$ cat src/rtl/deserialiser_wide_if.sv
// Bus bundle for deserialiser_wide: decoder-side inputs and frame-side outputs.
// The slave modport is the deserialiser's view; master is the driver/observer side.
interface deserialiser_wide_if #(
  parameter int DATA_WIDTH     = 8,
  parameter int WORD_CNT_WIDTH = 8
);
  localparam int BITS_W = $clog2(DATA_WIDTH + 1);

  logic                      in_soc;
  logic                      in_eoc;
  logic                      in_error;
  logic                      in_data_valid;
  logic                      in_data;

  logic                      out_soc;
  logic                      out_eoc;
  logic                      out_error;
  logic                      out_data_valid;
  logic [DATA_WIDTH-1:0]     out_data;
  logic [BITS_W-1:0]         out_data_bits;
  logic [WORD_CNT_WIDTH-1:0] out_word_count;

  modport master (
    output in_soc, in_eoc, in_error, in_data_valid, in_data,
    input  out_soc, out_eoc, out_error, out_data_valid, out_data,
           out_data_bits, out_word_count
  );

  modport slave (
    input  in_soc, in_eoc, in_error, in_data_valid, in_data,
    output out_soc, out_eoc, out_error, out_data_valid, out_data,
           out_data_bits, out_word_count
  );
endinterface

$ cat src/rtl/deserialiser_wide.sv
// deserialiser_wide: rx-path bit-to-word deserialiser for the ISO14443-3A receive chain.
// Packs decoded bits into DATA_WIDTH-bit words (LSb- or MSb-first), counts words per
// frame (saturating), flushes a partial last word at end of comms, and holds off all
// data after an error until the next start of comms.
// Optional build macro: DESER_PARITY_CHECK_EN adds a per-word odd-parity bit check.
module deserialiser_wide #(
  parameter int DATA_WIDTH     = 8,
  parameter int MSB_FIRST      = 0,
  parameter int WORD_CNT_WIDTH = 8
) (
  input logic                clk,
  input logic                rst,
  deserialiser_wide_if.slave bus
);

  localparam int BITS_W = $clog2(DATA_WIDTH + 1);
  localparam logic [BITS_W-1:0] FULL = BITS_W'(DATA_WIDTH);

  localparam logic [1:0] IDLE   = 2'd0;
  localparam logic [1:0] DATA   = 2'd1;
  localparam logic [1:0] ERR    = 2'd3;
`ifdef DESER_PARITY_CHECK_EN
  localparam logic [1:0] PARITY = 2'd2;
`endif

  logic [1:0]                state;
  logic [DATA_WIDTH-1:0]     shift;
  logic [BITS_W-1:0]         bit_cnt;
  logic [DATA_WIDTH-1:0]     shift_ins;
  logic [BITS_W-1:0]         bit_cnt_inc;

  logic                      eoc_q;
  logic                      error_q;
  logic                      valid_q;
  logic [DATA_WIDTH-1:0]     data_q;
  logic [BITS_W-1:0]         bits_q;
  logic [WORD_CNT_WIDTH-1:0] count_q;

  assign bus.out_soc        = bus.in_soc;
  assign bus.out_eoc        = eoc_q;
  assign bus.out_error      = error_q;
  assign bus.out_data_valid = valid_q;
  assign bus.out_data       = data_q;
  assign bus.out_data_bits  = bits_q;
  assign bus.out_word_count = count_q;

  // Shift register image with the incoming bit placed at its position for this bit count.
  always_comb begin
    shift_ins   = shift;
    bit_cnt_inc = bit_cnt + 1'b1;
    for (int i = 0; i < DATA_WIDTH; i++) begin
      if (((MSB_FIRST != 0) ? (DATA_WIDTH - 1 - i) : i) == int'(bit_cnt))
        shift_ins[i] = bus.in_data;
    end
  end

  // Frame state machine, bit packing, word emission and one-cycle output pulses.
  always_ff @(posedge clk or posedge rst) begin
    if (rst) begin
      state   <= IDLE;
      shift   <= '0;
      bit_cnt <= '0;
      eoc_q   <= 1'b0;
      error_q <= 1'b0;
      valid_q <= 1'b0;
      data_q  <= '0;
      bits_q  <= '0;
      count_q <= '0;
    end else begin
      eoc_q   <= 1'b0;
      error_q <= bus.in_error;
      valid_q <= 1'b0;

      if (bus.in_soc) begin
        shift   <= '0;
        bit_cnt <= '0;
        count_q <= '0;
        state   <= bus.in_error ? ERR : DATA;
      end else if (bus.in_eoc) begin
        eoc_q   <= 1'b1;
        if (state == DATA && bit_cnt != '0 && !bus.in_error) begin
          valid_q <= 1'b1;
          data_q  <= shift;
          bits_q  <= bit_cnt;
          count_q <= (count_q == '1) ? count_q : count_q + 1'b1;
        end
`ifdef DESER_PARITY_CHECK_EN
        if (state == PARITY)
          error_q <= 1'b1;
`endif
        shift   <= '0;
        bit_cnt <= '0;
        state   <= IDLE;
      end else if (bus.in_error) begin
        shift   <= '0;
        bit_cnt <= '0;
        state   <= ERR;
      end else if (bus.in_data_valid) begin
        case (state)
          DATA: begin
            if (bit_cnt_inc == FULL) begin
`ifdef DESER_PARITY_CHECK_EN
              shift   <= shift_ins;
              bit_cnt <= FULL;
              state   <= PARITY;
`else
              valid_q <= 1'b1;
              data_q  <= shift_ins;
              bits_q  <= FULL;
              count_q <= (count_q == '1) ? count_q : count_q + 1'b1;
              shift   <= '0;
              bit_cnt <= '0;
`endif
            end else begin
              shift   <= shift_ins;
              bit_cnt <= bit_cnt_inc;
            end
          end
`ifdef DESER_PARITY_CHECK_EN
          PARITY: begin
            if ((^shift) ^ bus.in_data) begin
              valid_q <= 1'b1;
              data_q  <= shift;
              bits_q  <= FULL;
              count_q <= (count_q == '1) ? count_q : count_q + 1'b1;
              state   <= DATA;
            end else begin
              error_q <= 1'b1;
              state   <= ERR;
            end
            shift   <= '0;
            bit_cnt <= '0;
          end
`endif
          default: begin
          end
        endcase
      end
    end
  end

endmodule
$ cat src/flat_wrapper.sv
// flat-port wrapper written by rule: the top's interface ports become plain ports
module deserialiser_wide_flat 
#(
  parameter int DATA_WIDTH     = 8,
  parameter int MSB_FIRST      = 0,
  parameter int WORD_CNT_WIDTH = 8
)
  (clk, rst, bus_in_soc, bus_in_eoc, bus_in_error, bus_in_data_valid, bus_in_data, bus_out_soc, bus_out_eoc, bus_out_error, bus_out_data_valid, bus_out_data, bus_out_data_bits, bus_out_word_count);
  deserialiser_wide_if #(.DATA_WIDTH(DATA_WIDTH), .WORD_CNT_WIDTH(WORD_CNT_WIDTH)) bus_i ();
  input logic clk;
  input logic rst;
  input wire logic [$bits(bus_i.in_soc)-1:0] bus_in_soc;
  input wire logic [$bits(bus_i.in_eoc)-1:0] bus_in_eoc;
  input wire logic [$bits(bus_i.in_error)-1:0] bus_in_error;
  input wire logic [$bits(bus_i.in_data_valid)-1:0] bus_in_data_valid;
  input wire logic [$bits(bus_i.in_data)-1:0] bus_in_data;
  output wire logic [$bits(bus_i.out_soc)-1:0] bus_out_soc;
  output wire logic [$bits(bus_i.out_eoc)-1:0] bus_out_eoc;
  output wire logic [$bits(bus_i.out_error)-1:0] bus_out_error;
  output wire logic [$bits(bus_i.out_data_valid)-1:0] bus_out_data_valid;
  output wire logic [$bits(bus_i.out_data)-1:0] bus_out_data;
  output wire logic [$bits(bus_i.out_data_bits)-1:0] bus_out_data_bits;
  output wire logic [$bits(bus_i.out_word_count)-1:0] bus_out_word_count;
  assign bus_i.in_soc = bus_in_soc;
  assign bus_i.in_eoc = bus_in_eoc;
  assign bus_i.in_error = bus_in_error;
  assign bus_i.in_data_valid = bus_in_data_valid;
  assign bus_i.in_data = bus_in_data;
  assign bus_out_soc = bus_i.out_soc;
  assign bus_out_eoc = bus_i.out_eoc;
  assign bus_out_error = bus_i.out_error;
  assign bus_out_data_valid = bus_i.out_data_valid;
  assign bus_out_data = bus_i.out_data;
  assign bus_out_data_bits = bus_i.out_data_bits;
  assign bus_out_word_count = bus_i.out_word_count;
  deserialiser_wide #(.DATA_WIDTH(DATA_WIDTH), .MSB_FIRST(MSB_FIRST), .WORD_CNT_WIDTH(WORD_CNT_WIDTH)) u_core (.clk(clk), .rst(rst), .bus(bus_i));
endmodule
$ cat config.mk
export PLATFORM = sky130hd
export DESIGN_NAME = deserialiser_wide_flat
export DESIGN_NICKNAME = d
export VERILOG_FILES = /design/src/rtl/deserialiser_wide_if.sv /design/src/rtl/deserialiser_wide.sv /design/src/flat_wrapper.sv
export SDC_FILE = /design/constraint.sdc
export NUM_CORES = 1
export LEC_CHECK = 0
export CORE_MARGIN = 8
export CORE_UTILIZATION = 65
export DETAILED_ROUTE_END_ITERATION = 10
export DONT_BUFFER_PORTS = 1
export PLACE_DENSITY_LB_ADDON = 0.1
export SLEW_MARGIN = 20
export SYNTH_ARGS = -nofsm -noshare
export SYNTH_HDL_FRONTEND = slang
export SYNTH_SLANG_ARGS = --single-unit
$ cat constraint.sdc
create_clock -name clk -period 3.7 [get_ports clk]
set_input_delay 1.11 -clock clk [delete_from_list [all_inputs] [get_ports clk]]
set_output_delay 1.11 -clock clk [all_outputs]
set_load 0.01 [all_outputs]
Yosys cells after proc, flatten, opt, wreduce, memory -nomap -nowiden
Cells that the tools add are included.
{"block": "totals", "register_bits": 37, "inputBits": 7, "output_inout_bits": 24, "wordCells": 96}
{"block": "op_classes", "add_sub_neg": 2, "eq_ne": 14, "muxes": 53, "n_bitwise": 1, "reduce_logical": 17}
{"cell": "$mux W8", "count": 20}
{"cell": "$mux W4", "count": 12}
{"cell": "$mux W1", "count": 17}
{"cell": "$eq A4 B4 Y1 const A", "count": 4}
{"cell": "$reduce_bool A3 Y1", "count": 4}
{"cell": "$reduce_bool A4 Y1", "count": 3}
{"cell": "$add A8 B1 Y8 const B", "count": 1}
{"cell": "$eq A3 B4 Y1 const A", "count": 2}
{"cell": "$eq A8 B8 Y1 const B", "count": 1}
{"cell": "$mux W2", "count": 4}
{"cell": "$reduce_and A6 Y1", "count": 1}
{"cell": "$reduce_bool A2 Y1", "count": 3}
{"cell": "$reduce_and A5 Y1", "count": 1}
{"cell": "$add A4 B1 Y4 const B", "count": 1}
{"cell": "$eq A2 B4 Y1 const A", "count": 1}
{"cell": "$eq A4 B4 Y1 const B", "count": 1}
{"cell": "$logic_not A4 Y1", "count": 1}
{"cell": "$ne A3 B2 Y1 const B", "count": 1}
{"cell": "$ne A3 B3 Y1 const B", "count": 1}
{"cell": "$eq A2 B1 Y1 const B", "count": 1}
{"cell": "$logic_and A1 B1 Y1", "count": 2}
{"cell": "$ne A2 B1 Y1 const B", "count": 1}
{"cell": "$ne A2 B2 Y1 const B", "count": 1}
{"cell": "$reduce_and A2 Y1", "count": 1}
{"cell": "2 further kinds", "count": 2}

Logic depth before layout (Yosys ltp)
{"block": "logic_depth", "word_depth": 8, "mapped_depth": 10}

Worst setup path after synthesis
OpenSTA, ideal clock, no wires.
{"block": "synth_path", "kind": "input -> register", "from": "input port bus_in_eoc", "to": "register u_core.shift[4]", "arrival_time_ps": 2312, "t_required_ps": 3633, "path_slack_ps": 1321, "path_stages": 5, "cell_sequence": "buf_2 -> or3_1 -> clkbuf_1 -> nor4b_4 -> a32o_1"}
{"block": "synth_via", "elab_chain_cells": 2, "word_cells_on_any_way": 5, "cone_classes": "2 x mux; 3 x reduce/logical"}
{"element": "start, declared", "line": "flat_wrapper.sv:13", "text": "input wire logic [$bits(bus_i.in_eoc)-1:0] bus_in_eoc;"}
{"element": "$reduce_bool A4 Y1 (no source line) / $mux W8 (equally long branches)"}
{"element": "$reduce_and A2 Y1 (no source line) / $mux W8 (equally long branches)"}
{"element": "end signal, assigned", "line": "deserialiser_wide.sv:115", "text": "shift <= shift_ins;"}
{"element": "end, declared", "line": "deserialiser_wide.sv:27", "text": "logic [DATA_WIDTH-1:0] shift;"}
Several ways; a longest one is shown, not always the timed one.
A chain may end at the register's enable or synchronous reset.

Final worst setup path
{"block": "layout_path", "from": "register u_core.bit_cnt[1]", "to": "register u_core.count_q[5], in the netlist u_core.bus.out_word_count[5]"}
{"block": "layout_via", "elab_chain_cells": 5, "word_cells_on_any_way": 8, "cone_classes": "1 x add/sub; 2 x eq/ne; 5 x reduce/logical"}
{"element": "start, declared", "line": "deserialiser_wide.sv:28", "text": "logic [BITS_W-1:0] bit_cnt;"}
{"element": "start signal, assigned", "line": "deserialiser_wide.sv:116", "text": "bit_cnt <= bit_cnt_inc;"}
{"element": "branches (longest 4 deep; another with $add A4 B1 Y4)"}
{"element": "$reduce_and A5 Y1 (no source line) *"}
{"element": "end signal, assigned", "line": "deserialiser_wide.sv:85", "text": "count_q <= (count_q == '1) ? count_q : count_q + 1'b1;"}
{"element": "end signal, assigned", "line": "deserialiser_wide.sv:110", "text": "count_q <= (count_q == '1) ? count_q : count_q + 1'b1;"}
{"element": "end, declared", "line": "deserialiser_wide.sv:37", "text": "logic [WORD_CNT_WIDTH-1:0] count_q;"}
Every way passes the cells marked *.

==> impl_metrics.json <==
{
  "synth_xor_area_share_pct": 0.875,
  "place_inst": 227,
  "rrSetupSlack_ns": 1.41,
  "final_cells": 235,
  "cts_buffers": 5,
  "synthDistinctLibCells": 49,
  "fillers": 245,
  "worst_pin_slew_ns": 0.465,
  "clock_power_share_pct": 30.7,
  "dp_hpwl_um": 3100,
  "pwr-share-comb_pct": 5.0,
  "wl_per_cell_um": 18.3,
  "crit_chain": "ha_1 -> nor3b_4 -> o2111ai_2 -> a31oi_4 -> nand4_1 -> mux2_1",
  "ys.flop_type": "dfrtp_1",
  "critPathSlowestCell": "dfrtp_1",
  "total_power_uw": 663,
  "power.switching_uw": 166,
  "drt_iter0_markers": 94,
  "clk_latency_ns": 0.36,
  "area.growth.synth_to_final_pct": 2.31,
  "p_leak_nw": 0.936,
  "crit_path_end_kind": "flip-flop",
  "r2r-end": "u_core.bus.out_word_count[5]$_DFFE_PP0P_",
  "swShare_pct": 25.0,
  "cp_slowest_stage_delay_ns": 0.55,
  "grt_usage_pct": 17.2,
  "internal-power_uw": 497,
  "synthMuxAreaShare_pct": 5.06,
  "n_antenna_cell": 0,
  "antenna_found_initial": 0,
  "numPortBuffers": 0,
  "hold_viol_final": 0,
  "r2r_cells": 6,
  "fmax_mhz": 436,
  "ys_ff_latch": 37,
  "start_kind": "flip-flop",
  "syn_inst": 201,
  "grt_first_pass_wirelength_um": 7000,
  "synth-warning-count": 0,
  "synth_seq_area_share_pct": 46.3,
  "drc": 0,
  "setup_violations": 0,
  "holdPathEnd": "u_core.shift[4]$_DFFE_PP0P_",
  "grt_pass1_vias": 1398,
  "fin_setup_tns_ns": 0,
  "cp_top_family": "compound AO/OA/AOI/OAI gates",
  "cts_tree": "built",
  "grt_max_degree": 26,
  "avgSynthCellArea_um2": 9.96,
  "utilization_pct": 68.2,
  "synth_area_um2": 2000,
  "clock-sinks": 37,
  "overflow": 0,
  "pwr-share-seq_pct": 64.3,
  "arrival_ns": 2.54,
  "hp-start": "u_core.shift[4]$_DFFE_PP0P_",
  "postRouteAntennaNets": 0,
  "final_cell_area_um2": 2050,
  "max_cap_viol_count": 0,
  "crit_type": "reg2reg",
  "clkTransAtPathRegs_ns": 0.11,
  "drt-pass1-iter-count": 4,
  "vias": 1508,
  "holdBufCountCts": 0,
  "synth_fp_nets": 214,
  "synth_edf_count": 0,
  "drt-vias-per-instance": 6.42,
  "drt-total-wl_um": 4290,
  "ctsResizeCount": 0,
  "multiInputGateArea_um2": 985,
  "cts_setup_buffers": 0,
  "synthAdderAreaFrac_pct": 3.75,
  "dpl-instance-area_um2": 2000,
  "finalMaxSlewViolations": 0,
  "path_max_fanout": 10,
  "fin_crit_sh_pct": 62.0,
  "gp_congestion": 0.905,
  "max_slew_margin_pct": 68.9,
  "ff_latch_area_um2": 926,
  "r2r_start": "u_core.bit_cnt[1]$_DFFE_PP0P_",
  "rows": 20,
  "core-area_um2": 3000,
  "synth-compound-area-share_pct": 17.3,
  "post-route-min-period_ns": 2.29,
  "rsz0062_at_grt": "false",
  "hold_depth": 1,
  "clockBufferDepth": 2,
  "ir_drop_mv": 0.225,
  "synth-simple-area-share_pct": 22.2,
  "io_pins": 31,
  "die_w_um": 71.5,
  "dieArea_um2": 5110,
  "layout-drive-gt1-share_pct": 13.4,
  "hp-class": "reg2reg",
  "synthArstFlopShare_pct": 100,
  "num-nets-final": 214,
  "required_ns": 3.95,
  "htree_levels": 2,
  "power_density_nw_per_um2": 324,
  "dieHeight_um": 71.5,
  "synth_top_family_by_area": "simple AND/OR/NAND/NOR gates",
  "worstPathBufferInverterCount": 0,
  "initial_core_util_pct": 66.7,
  "cts-root-buf": "clkbuf_4",
  "fin_skew_ns": 0.00956,
  "status": "complete, no violations"
}
==> worst max-delay path by stage <==
stage                             startpoint                                        to  slack, ns  cells after the start
3_3_place_gp               bus_in_data_valid  u_core.bus.out_word_count[5]$_DFFE_PP0P_       1.27                      5
5_1_grt        u_core.bit_cnt[0]$_DFFE_PP0P_        u_core.bus.out_data[3]$_DFFE_PP0P_       1.25                      8
2_1_floorplan                     bus_in_eoc               u_core.shift[4]$_DFFE_PP0P_       1.32                      5
3_5_place_dp                      bus_in_eoc  u_core.bus.out_word_count[5]$_DFFE_PP0P_       1.20                      5
6_report       u_core.bit_cnt[1]$_DFFE_PP0P_  u_core.bus.out_word_count[5]$_DFFE_PP0P_       1.41                      6
4_1_cts        u_core.bit_cnt[1]$_DFFE_PP0P_  u_core.bus.out_word_count[5]$_DFFE_PP0P_       1.41                      6
==> flip-flops by register name, summed over array words and instances, names as in the netlist <==
register and count:
u_core.bus.out_data 8, u_core.bus.out_word_count 8, u_core.shift 8, u_core.bit_cnt 4, u_core.bus.out_data_bits 4, u_core.state 2, u_core.bus.out_data_valid 1, u_core.bus.out_eoc 1
u_core.bus.out_error 1
==> synthesized netlist by cell type, types with 2 or more instances <==
library cell / number / share of area (%)
a21o_2: 3 / 1.3
a21oi_1: 25 / 6.3
a22o_1: 3 / 1.3
a32o_1: 5 / 2.5
and3_1: 6 / 1.9
buf_4: 2 / 0.75
buf_6: 2 / 1.1
clkbuf_1: 3 / 0.56
dfrtp_1: 37 / 46
ha_1: 6 / 3.7
inv_1: 9 / 1.7
mux2i_1: 9 / 4.5
nand2_1: 17 / 3.2
nand3_1: 9 / 2.2
nand3_2: 2 / 1.0
nand4_1: 2 / 0.62
nor2_1: 27 / 5.1
nor2b_1: 2 / 0.62
nor3_1: 2 / 0.50
==> per-layer routing <==
layer | track usage, % | part of all wire (%) | up-vias
met4 | 5.44 | 1.4 | 0
met1 | 22.6 | 44 | 735
li1 | - | - | 719
met3 | 6.00 | 7.1 | 7
met2 | 26.0 | 47 | 47
met5 | 0 | 0 | -
==> power by group through the flow <==
stage / Clock (mW) / Sequential, mW / Combinational (mW)
finish: 0.204 / 0.427 / 0.0331
global route: 0.218 / 0.429 / 0.0388
CTS: 0.207 / 0.427 / 0.0337
detailed placement: 0 / 0.435 / 0.0335
global placement: 0 / 0.434 / 0.0319
floorplan: 0 / 0.432 / 0.0310
==> area by class of cell <==
class / count / area share (%)
Timing Repair Buffer: 1 / 0.367
Clock buffer: 6 / 2.02
Tap cell: 33 / 2.02
Inverter: 10 / 1.83
Multi-Input combinational cell: 146 / 48.1
Sequential cell: 37 / 45.2
Clock inverter: 2 / 0.489
==> per-stage QoR <==
step                hold slack (ns)  worst slack [ns]
global route                  0.568              1.25
global placement              0.504              1.27
floorplan                     0.493              1.32
CTS                           0.539              1.41
finish                        0.537              1.41
detailed placement            0.515              1.20
==> logic make-up (layout without fill, tap and decap cells) <==
family / Yosys count / count (layout)
xor+xnor: 2 / 2
mux: 10 / 10
buf+inv: 18 / 19
simple gates: 80 / 80
compound gates: 48 / 48
fa+ha+maj: 6 / 6
flops: 37 / 37
==> placed cells by master, fill, tap and decap left out, types with 2 or more instances in the layout <==
cell and count:
a21o_2 3, a21oi_1 25, a22o_1 3, a32o_1 5, and3_1 6, clkbuf_4 5, clkinv_2 2, dfrtp_1 37
ha_1 6, inv_1 9, mux2i_1 9, nand2_1 17, nand3_1 9, nand3_2 2, nand4_1 2, nor2_1 27
nor2b_1 2, nor3_1 2
==> worst register-to-register path, stage by stage, from the launching register on <==
cell	delay (ns)
dfrtp_1	0.55
ha_1	0.34
nor3b_4	0.27
o2111ai_2	0.21
a31oi_4	0.35
nand4_1	0.15
mux2_1	0.33
Note: power is estimated with default switching activity, not from simulation.
